`src/rtl/solver_pkg.sv`:
```
// Shared defaults and dispatch-state encoding for the fractal solver dispatcher.
package solver_pkg;

  localparam int DEF_LIMB_BITS       = 32;
  localparam int DEF_LIMB_INDEX_BITS = 6;
  localparam int DEF_ITER_BITS       = 16;
  localparam int DEF_TAG_BITS        = 16;

  typedef enum logic {
    IDLE   = 1'b0,
    STREAM = 1'b1
  } dispatch_state_e;

endpackage

```
`src/rtl/solver_dispatch_rr_arbiter.sv`:
```
// Rotating-priority arbiter: the pointer names the highest-priority requester and
// moves to just past the granted index whenever a grant is consumed.
module rr_arbiter #(
  parameter int N = 4
) (
  input  logic         clock,
  input  logic         reset,
  input  logic [N-1:0] req,
  input  logic         advance,
  output logic [N-1:0] grant
);

  localparam int PW = (N > 1) ? $clog2(N) : 1;

  logic [PW-1:0] ptr_q;
  logic [PW-1:0] scan_idx;
  logic [PW-1:0] grant_idx;

  // Scan from the farthest offset down so the nearest requester after ptr_q wins.
  always_comb begin
    grant    = '0;
    scan_idx = '0;
    for (int i = N - 1; i >= 0; i--) begin
      scan_idx = PW'((int'(ptr_q) + i) % N);
      if (req[scan_idx]) begin
        grant           = '0;
        grant[scan_idx] = 1'b1;
      end
    end
  end

  always_comb begin
    grant_idx = '0;
    for (int i = 0; i < N; i++) begin
      if (grant[i]) grant_idx = PW'(i);
    end
  end

  always_ff @(posedge clock or posedge reset) begin
    if (reset) begin
      ptr_q <= '0;
    end else if (advance && (|grant)) begin
      ptr_q <= (grant_idx == PW'(N - 1)) ? '0 : grant_idx + 1'b1;
    end
  end

endmodule

```
`src/rtl/solver_dispatch.sv`:
```
// Job dispatcher / result collector for a bank of fractal solvers.
// Optional counters are enabled by defining SOLVER_DISPATCH_STATS_EN.
module solver_dispatch
  import solver_pkg::*;
#(
  parameter int NUM_SOLVERS     = 4,
  parameter int LIMB_BITS       = DEF_LIMB_BITS,
  parameter int LIMB_INDEX_BITS = DEF_LIMB_INDEX_BITS,
  parameter int ITER_BITS       = DEF_ITER_BITS,
  parameter int TAG_BITS        = DEF_TAG_BITS
) (
  input  logic                           clock,
  input  logic                           reset,
  input  logic                           job_val,
  output logic                           job_rdy,
  input  logic [LIMB_BITS-1:0]           job_re,
  input  logic [LIMB_BITS-1:0]           job_im,
  input  logic                           job_last,
  input  logic [TAG_BITS-1:0]            job_tag,
  output logic [NUM_SOLVERS-1:0]         slv_c_val,
  input  logic [NUM_SOLVERS-1:0]         slv_c_rdy,
  output logic [LIMB_BITS-1:0]           slv_c_re,
  output logic [LIMB_BITS-1:0]           slv_c_im,
  output logic                           slv_c_last,
  input  logic [NUM_SOLVERS-1:0]         slv_res_val,
  output logic [NUM_SOLVERS-1:0]         slv_res_rdy,
  input  logic [NUM_SOLVERS*ITER_BITS-1:0] slv_res_iter,
  output logic                           res_val,
  input  logic                           res_rdy,
  output logic [ITER_BITS-1:0]           res_iter,
  output logic [TAG_BITS-1:0]            res_tag,
  output logic [NUM_SOLVERS-1:0]         busy,
  output logic                           err_overlong
`ifdef SOLVER_DISPATCH_STATS_EN
  ,
  input  logic                           stat_clear,
  output logic [31:0]                    stat_jobs,
  output logic [31:0]                    stat_results
`endif
);

  localparam int SW = $clog2(NUM_SOLVERS);

  dispatch_state_e            state_q;
  logic [SW-1:0]              sel_q;
  logic [LIMB_INDEX_BITS-1:0] cnt_q;
  logic [NUM_SOLVERS-1:0]     busy_q;
  logic [NUM_SOLVERS-1:0]     busy_d;
  logic [TAG_BITS-1:0]        tag_q [NUM_SOLVERS];
  logic                       err_q;
  logic                       res_val_q;
  logic [ITER_BITS-1:0]       res_iter_q;
  logic [TAG_BITS-1:0]        res_tag_q;

  logic                       streaming;
  logic [NUM_SOLVERS-1:0]     sel_oh;
  logic                       beat_acc;
  logic                       last_acc;
  logic [NUM_SOLVERS-1:0]     disp_req;
  logic [NUM_SOLVERS-1:0]     disp_grant;
  logic [SW-1:0]              disp_idx;
  logic [NUM_SOLVERS-1:0]     res_req;
  logic [NUM_SOLVERS-1:0]     res_grant;
  logic [SW-1:0]              res_idx;
  logic                       can_load;
  logic                       res_hs;

  assign streaming = (state_q == STREAM);
  assign sel_oh    = NUM_SOLVERS'(1) << sel_q;
  assign beat_acc  = streaming & job_val & slv_c_rdy[sel_q];
  assign last_acc  = beat_acc & job_last;

  // While streaming, pinning the request to sel makes the last-beat advance land just past sel.
  assign disp_req = streaming ? sel_oh : ~busy_q;

  rr_arbiter #(.N(NUM_SOLVERS)) u_disp_arb (
    .clock   (clock),
    .reset   (reset),
    .req     (disp_req),
    .advance (last_acc),
    .grant   (disp_grant)
  );

  assign res_req  = slv_res_val & busy_q;
  assign can_load = ~res_val_q | res_rdy;
  assign res_hs   = can_load & (|res_grant);

  rr_arbiter #(.N(NUM_SOLVERS)) u_res_arb (
    .clock   (clock),
    .reset   (reset),
    .req     (res_req),
    .advance (res_hs),
    .grant   (res_grant)
  );

  always_comb begin
    disp_idx = '0;
    res_idx  = '0;
    for (int k = 0; k < NUM_SOLVERS; k++) begin
      if (disp_grant[k]) disp_idx = SW'(k);
      if (res_grant[k])  res_idx  = SW'(k);
    end
  end

  assign busy_d = (busy_q & ~(res_hs ? res_grant : '0)) | (last_acc ? sel_oh : '0);

  assign job_rdy     = streaming & slv_c_rdy[sel_q];
  assign slv_c_val   = (streaming && job_val) ? sel_oh : '0;
  assign slv_c_re    = streaming ? job_re : '0;
  assign slv_c_im    = streaming ? job_im : '0;
  assign slv_c_last  = streaming & job_last;
  assign slv_res_rdy = can_load ? res_grant : '0;

  assign res_val      = res_val_q;
  assign res_iter     = res_iter_q;
  assign res_tag      = res_tag_q;
  assign busy         = busy_q;
  assign err_overlong = err_q;

  always_ff @(posedge clock or posedge reset) begin
    if (reset) begin
      state_q    <= IDLE;
      sel_q      <= '0;
      cnt_q      <= '0;
      busy_q     <= '0;
      err_q      <= 1'b0;
      res_val_q  <= 1'b0;
      res_iter_q <= '0;
      res_tag_q  <= '0;
      for (int k = 0; k < NUM_SOLVERS; k++) tag_q[k] <= '0;
    end else begin
      case (state_q)
        IDLE: begin
          if (job_val && (|(~busy_q))) begin
            sel_q           <= disp_idx;
            tag_q[disp_idx] <= job_tag;
            cnt_q           <= '0;
            state_q         <= STREAM;
          end
        end
        STREAM: begin
          if (beat_acc) begin
            cnt_q <= cnt_q + 1'b1;
            // A non-final beat at the last counter value means the job cannot fit.
            if ((cnt_q == '1) && !job_last) err_q <= 1'b1;
            if (job_last) state_q <= IDLE;
          end
        end
        default: state_q <= IDLE;
      endcase

      busy_q <= busy_d;

      if (res_hs) begin
        res_val_q  <= 1'b1;
        res_iter_q <= slv_res_iter[res_idx*ITER_BITS +: ITER_BITS];
        res_tag_q  <= tag_q[res_idx];
      end else if (res_rdy) begin
        res_val_q  <= 1'b0;
      end
    end
  end

`ifdef SOLVER_DISPATCH_STATS_EN
  logic [31:0] stat_jobs_q;
  logic [31:0] stat_results_q;

  always_ff @(posedge clock or posedge reset) begin
    if (reset) begin
      stat_jobs_q    <= '0;
      stat_results_q <= '0;
    end else if (stat_clear) begin
      stat_jobs_q    <= '0;
      stat_results_q <= '0;
    end else begin
      if (last_acc) stat_jobs_q    <= stat_jobs_q + 32'd1;
      if (res_hs)   stat_results_q <= stat_results_q + 32'd1;
    end
  end

  assign stat_jobs    = stat_jobs_q;
  assign stat_results = stat_results_q;
`endif

endmodule

```
`config.mk`:
```
export PLATFORM = sky130hd
export DESIGN_NAME = solver_dispatch
export DESIGN_NICKNAME = d
export VERILOG_FILES = /design/src/rtl/solver_pkg.sv /design/src/rtl/solver_dispatch_rr_arbiter.sv /design/src/rtl/solver_dispatch.sv
export SDC_FILE = /design/constraint.sdc
export NUM_CORES = 1
export LEC_CHECK = 0
export ABC_CLOCK_PERIOD_IN_PS = 8800
export CELL_PAD_IN_SITES_DETAIL_PLACEMENT = 1
export CELL_PAD_IN_SITES_GLOBAL_PLACEMENT = 1
export CORE_MARGIN = 2
export CORE_UTILIZATION = 36
export DETAILED_ROUTE_END_ITERATION = 8
export PLACE_DENSITY = 0.84
export SYNTH_ARGS = -nofsm -noshare
export SYNTH_HDL_FRONTEND = slang
export SYNTH_HIERARCHICAL = 1
export SYNTH_SLANG_ARGS = --single-unit
```
`constraint.sdc`:
```
create_clock -name clock -period 8.8 [get_ports clock]
set_input_delay 1.76 -clock clock [delete_from_list [all_inputs] [get_ports clock]]
set_output_delay 1.76 -clock clock [all_outputs]
set_load 0.02 [all_outputs]
```
* After elaboration in Yosys (flattened, before gate mapping) *
Cells that the tools add are included.

storage, ports and cells
  flip-flop bits (word level) = 115
  bits in latches = 0
  bits in writable memories = 0
  memory bits (read-only) = 0
  bits of input ports = 157
  output and inout bits = 112
  logic and storage cells = 160
  memories = 0

cells by class
  add/sub/neg operators = 9
  $mul = 0
  divide/modulo/power cells = 0
  order comparisons = 20
  eq/ne operators = 5
  shifts and indexed selects = 2
  mux-type cells = 72
  bitwise gates (word level) = 16
  reduce and logical (&&, ||, !) cells = 22

operators with widths
  cell                 number
  $bwmux 64            1
  $mux 32              2
  $shiftx 64x7->16     1
  $mux 4               13
  $mux 16              3
  $bmux 16 s2          1
  $demux 16 s2         1
  $lt 2x3->1 const B   9
  $mux 1               24
  $bmux 1 s2           9
  $demux 1 s2          8
  $ge 2x1->1 const B   8
  $logic_and 1x1->1    14
  $mux 2               6
  $mux 6               2
  $pmux 6 s2           1
  $reduce_or 4->1      3
  $add 2x1->2 const B  4
  $add 2x2->2 const B  4
  $and 4x4->4          2
  $not 4->4            2
  $add 6x1->6 const B  1
  $and 1x1->1          6
  $eq 6x6->1 const B   1
  other kinds (15)     20

* Longest topological paths before layout *
  depth in word-level cells = 18
  gate-level depth with buffers = 14
  depth with buffers taken out = 10

* Cells and area by module *
The synthesis kept the hierarchy.

by module, submodules not included
  module           instances  cells each  area each (um2)  seq. area each (um2)
  solver_dispatch  1          565         5965.7           2777.7
  rr_arbiter       2          65          560.5            50.0

* Worst setup path before layout *
Ideal clock, no wire load.

  kind = input to output
  from = in slv_res_val[3]
  to = out slv_res_rdy[3]
  arrival = 3846 ps
  required time = 7040 ps
  setup slack = 3194 ps
  stages = 9
  path buffers = 2
  path through = and2_1 mux4_2 nand2b_1 o31ai_1 a31oi_1 clkbuf_1 clkinv_1 clkbuf_1 nor2_1

on the way
  longest elaborated chain between the ends = 8
  elaborated cells on any way between the ends = 14
  classes of those cells = 13 x mux; 1 x bitwise

ends and longest elaborated chain
  what                          RTL line                          RTL
  start: declaration            solver_dispatch.sv:25             input logic [NUM_SOLVERS-1:0] slv_res_val,
  $and 4x4->4 *                 solver_dispatch.sv:84             assign res_req = slv_res_val & busy_q;
  $bmux 1 s2                    solver_dispatch_rr_arbiter.sv:25  if (req[scan_idx]) begin
  $mux 1 (implied by the code)  solver_dispatch_rr_arbiter.sv:25
  $mux 4 (3 in series)          solver_dispatch_rr_arbiter.sv:25
  $mux 4 *                      solver_dispatch_rr_arbiter.sv:25
  via res_grant[3]              solver_dispatch.sv:63             logic [NUM_SOLVERS-1:0] res_grant;
  $mux 4 *                      solver_dispatch.sv:112            assign slv_res_rdy = can_load ? res_grant : '0;
  end: declaration              solver_dispatch.sv:26             output logic [NUM_SOLVERS-1:0] slv_res_rdy,

The timed path passes the listed nets; every way through them passes the cells marked *. The select of a mux whose other input is x is not followed.

* Worst setup path in the final report *
  from = in slv_res_val[1]
  to = out slv_res_rdy[1]

on the way
  longest elaborated chain between the ends = 8
  elaborated cells on any way between the ends = 14
  classes of those cells = 13 x mux; 1 x bitwise

ends and longest elaborated chain
  what                          RTL line                          RTL
  $and 4x4->4 *                 solver_dispatch.sv:84
  via res_req[1]                solver_dispatch.sv:62             logic [NUM_SOLVERS-1:0] res_req;
  $bmux 1 s2                    solver_dispatch_rr_arbiter.sv:25
  $mux 1 (implied by the code)  solver_dispatch_rr_arbiter.sv:25
  $mux 4 (3 in series)          solver_dispatch_rr_arbiter.sv:25
  $mux 4 *                      solver_dispatch_rr_arbiter.sv:25
  via res_grant[1]              solver_dispatch.sv:63
  $mux 4 *                      solver_dispatch.sv:112

Marks and branches as above.

==> flow_summary.html <==
<table>
<tr><th>Metric</th><th>Value</th></tr>
<tr><th colspan="2">Outcome</th></tr>
<tr><td>Outcome</td><td>finished clean</td></tr>
<tr><th colspan="2">Die</th></tr>
<tr><td>Area of the die</td><td>20,820 sq um</td></tr>
<tr><td>Io pins</td><td>roughly 270</td></tr>
<tr><td>Core Rows</td><td>51</td></tr>
<tr><td>Die Height</td><td>144.3 um</td></tr>
<tr><td>Starting Density</td><td>between 30% and 40%</td></tr>
<tr><td>Chip width</td><td>between 100 and 150 um</td></tr>
<tr><td>Core Box Area</td><td>19,400 sq um</td></tr>
<tr><th colspan="2">Routing</th></tr>
<tr><td>Iteration count of the initial detailed-routing pass</td><td>4</td></tr>
<tr><td>Antenna viol nets, final</td><td>0</td></tr>
<tr><td>DR DRC count</td><td>0</td></tr>
<tr><td>Total via count in the routed design</td><td>approximately 6.4k</td></tr>
<tr><td>Detailed Route Iter0 Violations</td><td>between 300 and 400</td></tr>
<tr><td>Post-detailed-route via-to-cell ratio</td><td>5.247</td></tr>
<tr><td>WL/cell</td><td>around 21 um</td></tr>
<tr><td>Total wirelength of the detailed-routed design</td><td>25,210 um</td></tr>
<tr><th colspan="2">Clock network</th></tr>
<tr><td>TritonCTS Sinks</td><td>about 120</td></tr>
<tr><td>Setup Fix Bufs, Post-CTS</td><td>0</td></tr>
<tr><td>Number of H-tree branching levels</td><td>4</td></tr>
<tr><td>Clock Root Buffer</td><td>sky130_fd_sc_hd__clkbuf_16</td></tr>
<tr><td>Hold buffer count at cts</td><td>0</td></tr>
<tr><td>Num CTS Buffers</td><td>17</td></tr>
<tr><td>TritonCTS clock tree</td><td>yes</td></tr>
<tr><td>Worst-path clk slew</td><td>60 ps</td></tr>
<tr><td>Post-CTS sizing</td><td>0</td></tr>
<tr><td>Clock latency on the worst-skew pair</td><td>about 420 ps</td></tr>
<tr><td>Largest buffer count on any clock path</td><td>2</td></tr>
<tr><th colspan="2">Synthesis</th></tr>
<tr><td>YS warnings</td><td>6</td></tr>
<tr><td>EDFF count, synth</td><td>0</td></tr>
<tr><td>Dominant cell by count in the synthesized netlist</td><td>sky130_fd_sc_hd__dfrtp_1</td></tr>
<tr><td>Avg Inst Size Synth</td><td>10.20 sq um</td></tr>
<tr><td>Largest area contributor in the netlist</td><td>sky130_fd_sc_hd__dfrtp_1</td></tr>
<tr><td>Cell variety after synth</td><td>50</td></tr>
<tr><td>Dominant cells by area after synthesis</td><td>sky130_fd_sc_hd__dfrtp_1, sky130_fd_sc_hd__mux2_2, sky130_fd_sc_hd__and2_1</td></tr>
<tr><td>Number of nets produced by synthesis</td><td>just under 900</td></tr>
<tr><td>Ys async rst share</td><td>between 90% and 100%</td></tr>
<tr><td>Count of mapped cells out of synthesis</td><td>695</td></tr>
<tr><td>Netlist Area Pre-Place</td><td>slightly above 7000 sq um</td></tr>
<tr><td>Flip-flop cell with the highest count after synthesis</td><td>sky130_fd_sc_hd__dfrtp_1</td></tr>
<tr><td>Portion of synthesized cell area occupied by the leading cell type</td><td>between 40% and 50%</td></tr>
<tr><td>Share of synthesized area occupied by flip-flops and latches</td><td>about two fifths</td></tr>
<tr><td>List of most frequent post-synthesis cells</td><td>sky130_fd_sc_hd__dfrtp_1, sky130_fd_sc_hd__mux2_2, sky130_fd_sc_hd__and2_1, sky130_fd_sc_hd__nand2_1, sky130_fd_sc_hd__nand2b_1</td></tr>
<tr><td>Number of synthesized register bits</td><td>115</td></tr>
<tr><th colspan="2">Hold path</th></tr>
<tr><td>Hold/Removal Path Class</td><td>reg -&gt; reg</td></tr>
<tr><th colspan="2">Timing</th></tr>
<tr><td>Count of endpoints failing hold in the final timing report</td><td>0</td></tr>
<tr><td>Transition at the pin with the smallest max-transition slack</td><td>897.3 ps</td></tr>
<tr><td>Period utilisation layout</td><td>74.10%</td></tr>
<tr><td>Setup violations, final</td><td>0</td></tr>
<tr><td>Highest attainable clock frequency</td><td>0.1534 GHz</td></tr>
<tr><td>Setup repair after global routing missed its margin</td><td>no</td></tr>
<tr><td>Number of max-slew violations in the final report</td><td>0</td></tr>
<tr><td>Final Critical Period</td><td>between 6000 and 7000 ps</td></tr>
<tr><td>Worst Clk Skew</td><td>between 10 and 15 ps</td></tr>
<tr><td>Setup slack after layout</td><td>~2300 ps</td></tr>
<tr><td>Final setup TNS</td><td>0 ps</td></tr>
<tr><td>Worst rel slew slack</td><td>between 40% and 50%</td></tr>
<tr><th colspan="2">Power and ir drop</th></tr>
<tr><td>Maximum VDD drop</td><td>around 0.24 mV</td></tr>
<tr><td>Total Power Consumption</td><td>approximately 4700 uW</td></tr>
<tr><td>Power density cells</td><td>about 440 nW/um^2</td></tr>
<tr><td>Pleak</td><td>approximately 0.0042 uW</td></tr>
<tr><th colspan="2">Worst setup path</th></tr>
<tr><td>Cells traversed along the worst timing path</td><td>clkdlybuf4s50_1, and2_1, mux4_2, nand2b_1, o31ai_2, a31oi_4, buf_4, and2_1, clkdlybuf4s50_1</td></tr>
<tr><td>Required time worst endpoint</td><td>roughly 7000 ps</td></tr>
<tr><td>Delay of the slowest cell on the worst path</td><td>650 ps</td></tr>
<tr><td>Standard cell with the maximum stage delay on the critical path</td><td>sky130_fd_sc_hd__clkdlybuf4s50_1</td></tr>
<tr><td>Critical path buffer and inverter count</td><td>3</td></tr>
<tr><td>CP Capture Type</td><td>primary output</td></tr>
<tr><td>Max Fanout on Critical Path</td><td>37</td></tr>
<tr><td>Arrival time at the worst endpoint</td><td>about 4800 ps</td></tr>
<tr><td>Type of the worst setup path</td><td>in -&gt; out</td></tr>
<tr><td>Category of cells accounting for the largest share of critical-path delay</td><td>buffers and inverters</td></tr>
<tr><td>Element type at the critical path start</td><td>input pin</td></tr>
<tr><th colspan="2">Global route</th></tr>
<tr><td>Wire length of the first global-routing pass</td><td>about 39,000 um</td></tr>
<tr><td>Overall fraction of global-route tracks in use</td><td>between 20% and 30%</td></tr>
<tr><td>Pin count of the biggest net entering global routing</td><td>76</td></tr>
<tr><td>Vias in the first global route</td><td>roughly 7k</td></tr>
<tr><td>Number of antenna violations at the first check in global routing</td><td>1</td></tr>
<tr><td>Congestion Overflow GR</td><td>0</td></tr>
<tr><th colspan="2">Finish</th></tr>
<tr><td>Fill cell count</td><td>between 2k and 2.5k</td></tr>
<tr><td>Final nets</td><td>1,113</td></tr>
<tr><td>Syn-to-layout area delta</td><td>49.65%</td></tr>
<tr><td>Share of post-route cells with drive strength above 1</td><td>roughly 18%</td></tr>
<tr><td>Antenna diode instance count</td><td>0</td></tr>
<tr><th colspan="2">Placed design</th></tr>
<tr><td>Worst slack after detailed placement</td><td>2285 ps</td></tr>
<tr><td>Number of I/O port buffers</td><td>268</td></tr>
<tr><td>Final estimated routing congestion in global placement</td><td>between 0.8 and 0.9</td></tr>
<tr><td>Final HPWL DP</td><td>17,630 um</td></tr>
<tr><th colspan="2">Run</th></tr>
<tr><td>Max cap viols</td><td>0</td></tr>
</table>
final timing paths:
| path | from | endpoint | slack (ps) | cells after the start |
|---|---|---|---|---|
| max in group asynchronous | reset | res_iter[10] | 5680 | 3 |
| max reg2reg | u_res_arb/ptr_q[0] | res_tag[11] | 4550 | 11 |
| max | slv_res_val[1] | slv_res_rdy[1] | 2280 | 9 |
| min reg2reg | err_overlong | err_overlong | 490 | 1 |
| min in group asynchronous | reset | u_res_arb/ptr_q[0] | 1670 | 2 |
| min | err_overlong | err_overlong | 490 | 1 |
area by class of cell:
cell class	instances	area, sq um	area share, %
clock inverter	11	175.2	1.652
sequential	115	2879	27.15
clock buffer	21	460.4	4.342
multi-input combinational	512	3946	37.21
inverter	16	62.56	0.5899
timing repair buffer	277	2750	25.93
tap	265	331.6	3.126
metrics by stage:
step                std cells  area (sq um)  hold slack [ps]  util, %
global placement         1185          9970            458.9    51.39
finish                   1217         10610            489.0    54.67
CTS                      1217         10610            497.4    54.67
detailed placement       1185          9970            484.3    51.39
floorplan                 695          7087            469.9        -
global route             1217         10610            517.2    54.67
layer usage:
layer / up-vias / GRT usage (%) / wire length, um
met1: 3217 / 30.68 / 10730
li1: 2986 / - / -
met5: - / 0 / 0
met4: 0 / 7.103 / 533
met2: 144 / 42.58 / 12990
met3: 39 / 4.536 / 955
state kept, by name, summed over array words and instances (netlist names):
name and cells:
busy 4, cnt_q 6, err_overlong 1, res_iter 16, res_tag 16, res_val 1
sel_q 2, state_q 1, tag_q 64, u_disp_arb/ptr_q 2, u_res_arb/ptr_q 2
power breakdown:
| group | internal, uW | total [uW] | leakage, uW | switching, uW |
|---|---|---|---|---|
| combinational | 1280 | 2930 | 0.00253 | 1640 |
| sequential | 807 | 1010 | 0.00138 | 200 |
| clock | 491 | 752 | 0.000304 | 261 |
| total | 2580 | 4680 | 0.00422 | 2100 |
placed cells by master (no fill, tap or decap), types with 4 or more instances in the layout:
| cell type | synthesis | final |
|---|---|---|
| sky130_fd_sc_hd__nand3_1 | 8 | 8 |
| sky130_fd_sc_hd__clkdlybuf4s50_1 | 0 | 268 |
| sky130_fd_sc_hd__o21ai_0 | 8 | 8 |
| sky130_fd_sc_hd__nand2b_1 | 46 | 46 |
| sky130_fd_sc_hd__o31ai_1 | 7 | 6 |
| sky130_fd_sc_hd__buf_4 | 1 | 9 |
| sky130_fd_sc_hd__bufinv_16 | 0 | 4 |
| sky130_fd_sc_hd__clkbuf_16 | 0 | 17 |
| sky130_fd_sc_hd__nor3b_1 | 4 | 4 |
| sky130_fd_sc_hd__ha_1 | 17 | 17 |
| sky130_fd_sc_hd__inv_2 | 5 | 5 |
| sky130_fd_sc_hd__nand2_1 | 53 | 53 |
| sky130_fd_sc_hd__mux2_2 | 99 | 99 |
| sky130_fd_sc_hd__inv_1 | 10 | 9 |
| sky130_fd_sc_hd__o211ai_1 | 32 | 32 |
| sky130_fd_sc_hd__a21oi_1 | 37 | 37 |
| sky130_fd_sc_hd__mux4_2 | 5 | 5 |
| sky130_fd_sc_hd__mux2i_1 | 16 | 16 |
| sky130_fd_sc_hd__and2_1 | 74 | 74 |
| sky130_fd_sc_hd__dfrtp_1 | 115 | 114 |
| sky130_fd_sc_hd__a31oi_1 | 43 | 41 |
| sky130_fd_sc_hd__nor2_1 | 16 | 15 |
| sky130_fd_sc_hd__o22ai_1 | 6 | 6 |
| sky130_fd_sc_hd__and3_1 | 6 | 6 |
cells by family after synthesis:
| kind of cell | share of synthesized area [%] |
|---|---|
| AOI/OAI and AO/OA | 14.23 |
| adders and majority gates | 3.001 |
| buffers and inverters | 4.361 |
| DFF | 40.61 |
| muxes | 19.90 |
| and+or+nand+nor | 17.90 |
Note: power is estimated with default switching activity, not from simulation.
